`src/rtl/axis_frame_pkg.sv`:
```
// Shared types and sizing helpers for the AXIS frame packer.
package axis_frame_pkg;

    typedef enum logic [1:0] {
        IDLE = 2'd0,
        FILL = 2'd1,
        PAD  = 2'd2
    } state_t;

    localparam int FRAME_BEATS_DEF  = 64;
    localparam int IDLE_TIMEOUT_DEF = 1024;

    function automatic int beat_idx_width(input int frame_beats);
        return (frame_beats <= 2) ? 1 : $clog2(frame_beats);
    endfunction

    function automatic int idle_cnt_width(input int idle_timeout);
        return $clog2(idle_timeout + 1);
    endfunction

endpackage

```
`src/rtl/axis_skid_buffer.sv`:
```
// Generic 2-entry registered AXIS slice; the head entry drives the outputs directly.
module axis_skid_buffer #(
    parameter int WIDTH = 8
) (
    input  logic             clk,
    input  logic             rst_n,
    input  logic [WIDTH-1:0] in_data,
    input  logic             in_valid,
    output logic             full,
    output logic             full_next,
    output logic [WIDTH-1:0] out_data,
    output logic             out_valid,
    input  logic             out_ready
);
    logic [WIDTH-1:0] tail_q;
    logic             tail_vld;
    logic             deq, enq;
    logic [1:0]       occ, occ_next;

    assign deq       = out_valid & out_ready;
    assign enq       = in_valid & (~full | deq);
    assign full      = out_valid & tail_vld;
    assign occ       = {1'b0, out_valid} + {1'b0, tail_vld};
    assign occ_next  = occ + {1'b0, enq} - {1'b0, deq};
    assign full_next = (occ_next == 2'd2);

    always_ff @(posedge clk or negedge rst_n) begin
        if (!rst_n) begin
            out_data  <= '0;
            out_valid <= 1'b0;
            tail_q    <= '0;
            tail_vld  <= 1'b0;
        end else if (deq) begin
            if (tail_vld) begin
                out_data <= tail_q;
                if (enq) tail_q <= in_data;
                else     tail_vld <= 1'b0;
            end else if (enq) begin
                out_data <= in_data;
            end else begin
                out_valid <= 1'b0;
            end
        end else if (enq) begin
            // Head is held stable while stalled; a second beat lands in the tail.
            if (!out_valid) begin
                out_data  <= in_data;
                out_valid <= 1'b1;
            end else begin
                tail_q   <= in_data;
                tail_vld <= 1'b1;
            end
        end
    end

endmodule

```
`src/rtl/axis_frame_packer.sv`:
```
// Cuts a merged AXIS stream into fixed-length frames with TLAST, zero-padding
// a partial frame once the input has been idle for IDLE_TIMEOUT cycles.
module axis_frame_packer
    import axis_frame_pkg::*;
#(
    parameter int DATA_WIDTH   = 512,
    parameter int FRAME_BEATS  = FRAME_BEATS_DEF,
    parameter int IDLE_TIMEOUT = IDLE_TIMEOUT_DEF,
    parameter int CNT_WIDTH    = 32
) (
    input  logic                  clk,
    input  logic                  resetn,
    input  logic [DATA_WIDTH-1:0] AXIS_IN_TDATA,
    input  logic                  AXIS_IN_TVALID,
    output logic                  AXIS_IN_TREADY,
    output logic [DATA_WIDTH-1:0] AXIS_OUT_TDATA,
    output logic                  AXIS_OUT_TVALID,
    output logic                  AXIS_OUT_TLAST,
    input  logic                  AXIS_OUT_TREADY,
    output logic [CNT_WIDTH-1:0]  frames_out,
    output logic [CNT_WIDTH-1:0]  pad_beats,
    output logic                  pad_active
);
    localparam int BW = beat_idx_width(FRAME_BEATS);
    localparam int IW = idle_cnt_width(IDLE_TIMEOUT);
    localparam int SW = DATA_WIDTH + 2;
    localparam logic [BW-1:0] LAST_IDX   = BW'(FRAME_BEATS - 1);
    localparam logic [IW-1:0] TIMEOUT_M1 = IW'(IDLE_TIMEOUT - 1);

    state_t                state, state_next;
    logic [BW-1:0]         beat_idx, beat_idx_next;
    logic [IW-1:0]         idle_cnt, idle_cnt_next;
    logic                  in_ready;
    logic                  buf_full, buf_full_next;
    logic                  in_hs, pad_enq, enq, is_last;
    logic [DATA_WIDTH-1:0] enq_data;
    logic [SW-1:0]         enq_word, out_word;
    logic                  out_valid, out_hs;

    assign AXIS_IN_TREADY = in_ready;
    assign in_hs    = AXIS_IN_TVALID & in_ready;
    assign pad_enq  = (state == PAD) & ~buf_full;
    assign enq      = in_hs | pad_enq;
    assign is_last  = (beat_idx == LAST_IDX);
    assign enq_data = pad_enq ? {DATA_WIDTH{1'b0}} : AXIS_IN_TDATA;
    // Entry layout: {pad_tag, last, data}.
    assign enq_word = {pad_enq, is_last, enq_data};

    axis_skid_buffer #(.WIDTH(SW)) u_skid (
        .clk       (clk),
        .rst_n     (resetn),
        .in_data   (enq_word),
        .in_valid  (enq),
        .full      (buf_full),
        .full_next (buf_full_next),
        .out_data  (out_word),
        .out_valid (out_valid),
        .out_ready (AXIS_OUT_TREADY)
    );

    assign AXIS_OUT_TVALID = out_valid;
    assign AXIS_OUT_TDATA  = out_word[DATA_WIDTH-1:0];
    assign AXIS_OUT_TLAST  = out_word[DATA_WIDTH];
    assign out_hs          = out_valid & AXIS_OUT_TREADY;
    assign pad_active      = (state == PAD);

    always_comb begin
        state_next    = state;
        beat_idx_next = beat_idx;
        idle_cnt_next = idle_cnt;
        if (enq) beat_idx_next = is_last ? '0 : beat_idx + BW'(1);
        case (state)
            IDLE: begin
                idle_cnt_next = '0;
                if (enq) state_next = FILL;
            end
            FILL: begin
                if (enq && is_last) begin
                    state_next    = IDLE;
                    idle_cnt_next = '0;
                end else if (AXIS_IN_TVALID) begin
                    idle_cnt_next = '0;
                end else begin
                    idle_cnt_next = idle_cnt + IW'(1);
                    if (idle_cnt == TIMEOUT_M1) state_next = PAD;
                end
            end
            PAD: begin
                if (pad_enq && is_last) begin
                    state_next    = IDLE;
                    idle_cnt_next = '0;
                end
            end
            default: state_next = IDLE;
        endcase
    end

    always_ff @(posedge clk or negedge resetn) begin
        if (!resetn) begin
            state      <= IDLE;
            beat_idx   <= '0;
            idle_cnt   <= '0;
            in_ready   <= 1'b0;
            frames_out <= '0;
            pad_beats  <= '0;
        end else begin
            state    <= state_next;
            beat_idx <= beat_idx_next;
            idle_cnt <= idle_cnt_next;
            // Ready is computed for the coming cycle so it can leave a flop.
            in_ready <= ~buf_full_next & (state_next != PAD);
            if (out_hs && out_word[DATA_WIDTH])   frames_out <= frames_out + CNT_WIDTH'(1);
            if (out_hs && out_word[DATA_WIDTH+1]) pad_beats  <= pad_beats + CNT_WIDTH'(1);
        end
    end

endmodule

```
`config.mk`:
```
export PLATFORM = sky130hd
export DESIGN_NAME = axis_frame_packer
export DESIGN_NICKNAME = d
export VERILOG_FILES = /design/src/rtl/axis_frame_pkg.sv /design/src/rtl/axis_skid_buffer.sv /design/src/rtl/axis_frame_packer.sv
export SDC_FILE = /design/constraint.sdc
export NUM_CORES = 2
export LEC_CHECK = 0
export BUFFER_PORTS_ARGS = -buffer_cell sky130_fd_sc_hd__buf_2
export CAP_MARGIN = 10
export CORE_AREA = 10 10 422 424
export DETAILED_ROUTE_END_ITERATION = 7
export DIE_AREA = 0 0 432 434
export GPL_TIMING_DRIVEN = 0
export PLACE_DENSITY_LB_ADDON = 0.05
export REMOVE_ABC_BUFFERS = 1
export SLEW_MARGIN = 10
export SYNTH_ARGS = -nofsm -noshare
export SYNTH_HDL_FRONTEND = slang
export SYNTH_SLANG_ARGS = --single-unit
export TNS_END_PERCENT = 30
```
`constraint.sdc`:
```
create_clock -name clk -period 5.3 [get_ports clk]
set_input_delay 1.06 -clock clk [delete_from_list [all_inputs] [get_ports clk]]
set_output_delay 1.06 -clock clk [all_outputs]
set_load 0.02 [all_outputs]
```
==> flow_metrics.env <==
export IMPL_status="finished, final reports clean"
export IMPL_cts_resized=0
export IMPL_yosysSeqAreaShare_pct=51.1
export IMPL_postCtsSetupBuffers=0
export IMPL_clock_latency_ps=780
export IMPL_path_cells="and2_1 -> o21ai_2 -> nand3_4 -> buf_12 -> buf_12 -> buf_16 -> buf_16 -> mux2i_1"
export IMPL_postRouteAntennaNets=0
export IMPL_ys_top_cells_by_area="dfrtp_1, mux2i_1, nand2_1"
export IMPL_path_max_fanout=33
export IMPL_grt_ovfl_total=0
export IMPL_skew_ps=23.8
export IMPL_wl_per_cell_um=21.9
export IMPL_syn_avg_cell_area_um2=9.21
export IMPL_slowest_stage="dfrtp_1"
export IMPL_start_util_pct=32.3
export IMPL_vias=41198
export IMPL_core_area_um2=169000
export IMPL_synth_top_area_cell="dfrtp_1"
export IMPL_cts_tree="done"
export IMPL_grt_max_degree=132
export IMPL_met3_length_um=12800
export IMPL_post_dp_hpwl_um=137000
export IMPL_cts_sinks=1114
export IMPL_drt_iter0_drc=2566
export IMPL_required_ps=5980
export IMPL_sw_frac_of_total_pct=43.0
export IMPL_clock_power_share_pct=21.9
export IMPL_fp_dieW_um=432
export IMPL_yosysTopAreaCellShare_pct=51.1
export IMPL_ys_top_cells_by_count="dfrtp_1, nand2_1, nand3_1"
export IMPL_start_kind="flip-flop"
export IMPL_wl_met1_um=73500
export IMPL_die_area_um2=187000
export IMPL_synth_area_um2=54600
export IMPL_p_leak_nw=31.9
export IMPL_timing_final_crit_share_pct=65.6
export IMPL_hold_viol_final=0
export IMPL_dpl_cell_count=8423
export IMPL_power_switching_mw=19.2
export IMPL_slew_headroom_pct=41.6
export IMPL_hp_class="primary input to asynchronous set/reset pin"
export IMPL_stdcell_count=8711
export IMPL_grt_pass1_vias=40571
export IMPL_reg2reg_from="u_skid.out_valid"
export IMPL_ys_flop_type="dfrtp_1"
export IMPL_clockBufferDepth=3
export IMPL_postCtsHoldBufs=0
export IMPL_total_power_mw=44.8
export IMPL_topRoutingLayerUsed="met5"
export IMPL_cp_end_kind="flip-flop"
export IMPL_max_freq_mhz=288
export IMPL_min_period_ps=3480
export IMPL_dp_worst_setup_slack_ps=1440
export IMPL_rsz0062_at_grt="false"
export IMPL_area_delta_synth_final_pct=18.2
export IMPL_cp_num_buf_inv=4
export IMPL_rows=151
export IMPL_fp_dieH_um=434
export IMPL_routabilityCongestion=0.782
export IMPL_root_buffer="clkbuf_16"
export IMPL_ioPinCount=1096
export IMPL_ys_warn_count=0
export IMPL_vias_per_cell=4.73
export IMPL_async_reset_ff_share_pct=100
export IMPL_tightest_slew_ps=874
export IMPL_dr_pass1_iters=8
export IMPL_pwr_share_comb_pct=47.9
export IMPL_synth_cell_type_count=47
export IMPL_synth_cells=5921
export IMPL_crit_family="buffers and inverters"
export IMPL_crit_type="flip-flop to flip-flop"
export IMPL_fin_tns_setup_ps=0
export IMPL_clkTransAtPathRegs_ps=60
export IMPL_numPortBuffers=1095
export IMPL_grt_pass1_wl_um=280000
export IMPL_post_route_drc_count=0
export IMPL_synth_most_common_cell="dfrtp_1"
export IMPL_worst_ep_arrival_time_ps=4160
export IMPL_slowest_delay_ps=730
export IMPL_vdd_drop_max_v=0.000410
export IMPL_grt_usage_pct=19.7
export IMPL_h_tree_depth=4
export IMPL_synth_edff_count=0
export IMPL_pwr_share_seq_pct=30.2
export IMPL_p_per_area_nw_per_um2=694
export IMPL_antenna_found_initial=151
export IMPL_layout_nets=6872
export IMPL_report_final_slew_viol_count=0
export IMPL_cts_buffers=142
export IMPL_p_int_mw=25.5
export IMPL_wl_um=191000
export IMPL_drive_gt1_share_pct=22.4
export IMPL_max_cap_viol_count=0
export IMPL_ys_seq_elements=1114
export IMPL_wl_met2_um=95000
export IMPL_setup_ws_ps=1820
export IMPL_setup_viol_count_final=0
export IMPL_startpoint="u_skid.out_valid"
[cells in the final DEF (no fill, tap or decap), types with 4 or more instances in the layout]
master,count
dfrtp_1,1114
buf_2,1094
nand2_1,1053
nand3_1,541
nor2_1,530
inv_1,520
a31oi_1,516
mux2i_1,512
clkbuf_16,149
buf_16,85
xnor2_1,52
clkbuf_8,43
clkbuf_1,39
diode_2,34
nand4_1,29
buf_12,24
o21ai_0,17
xor2_1,15
and2_1,13
clkinv_2,13
and3_1,11
a21oi_1,10
and4_1,9
nor3_1,6
ha_1,6
inv_6,6
nor4_1,4
buf_8,4
[routing by layer]
| metal | GRT usage, % | vias to the layer above |
|---|---|---|
| met5 | 0 | - |
| met4 | 9.20 | 90 |
| met3 | 6.23 | 478 |
| met2 | 33.7 | 1092 |
| met1 | 22.3 | 19734 |
| li1 | - | 19804 |
[final cells by class]
type                    instances  area, um2
diodes                         34       85.1
clock buffers                 231       4470
clock inverters                23        215
fillers                     17485     105000
inverters                     520       1950
multi-input cells            3364      18700
flip-flops and latches       1114      27900
well taps                    2218       2780
repair buffers               1207       8360
[cells by family after synthesis]
group,Yosys count,synth area share (%)
xor+xnor,67,1.08
mux,517,9.50
fa+ha+maj,7,0.174
flops,1114,51.1
buf+inv,1443,14.7
compound gates,554,6.34
simple gates,2219,17.2
[worst register-to-register path: cells and delay by family (launching register included)]
family	cells	cell delay, ps
multiplexers	1	280
flip-flops	1	730
AND/OR/NAND/NOR	2	930
buffers and inverters	4	1210
AO/OA/AOI/OAI	1	250
[power groups by stage]
stage / combinational [mW] / clock, mW / sequential (mW)
2_1_floorplan: 7.48 / 0 / 13.1
3_3_place_gp: 10.0 / 0 / 11.1
3_5_place_dp: 22.0 / 0 / 13.6
4_1_cts: 22.0 / 10.2 / 13.5
5_1_grt: 23.6 / 10.5 / 13.9
6_report: 21.5 / 9.80 / 13.5
[sequential cells by signal (all words and copies together) (netlist names)]
| name | count |
|---|---|
| u_skid.tail_q | 514 |
| state | 2 |
| idle_cnt | 11 |
| beat_idx | 6 |
| AXIS_IN_TREADY | 1 |
| frames_out | 32 |
| u_skid.out_valid | 1 |
| u_skid.out_data | 514 |
| u_skid.tail_vld | 1 |
| pad_beats | 32 |
[path summary, 6_finish.rpt]
path	endpoint	slack [ps]	cells after the start
setup / recovery	u_skid.tail_q[407]	1820	8
hold / removal	u_skid.out_data[249]	170	1
setup reg to reg	u_skid.tail_q[407]	1820	8
hold reg to reg	frames_out[31]	460	1
max in group asynchronous	u_skid.out_data[445]	2420	5
min in group clk	frames_out[31]	460	1
[stage by stage]
stage / utilization, % / hold WS, ps / cell area [um2]
5_1_grt: 38.1 / 143 / 64400
4_1_cts: 38.1 / 109 / 64400
6_report: 38.1 / 166 / 64500
3_5_place_dp: 35.3 / 459 / 59700
2_1_floorplan: - / 437 / 48500
3_3_place_gp: 33.6 / 455 / 56800
Note: power is estimated with default switching activity, not from simulation.
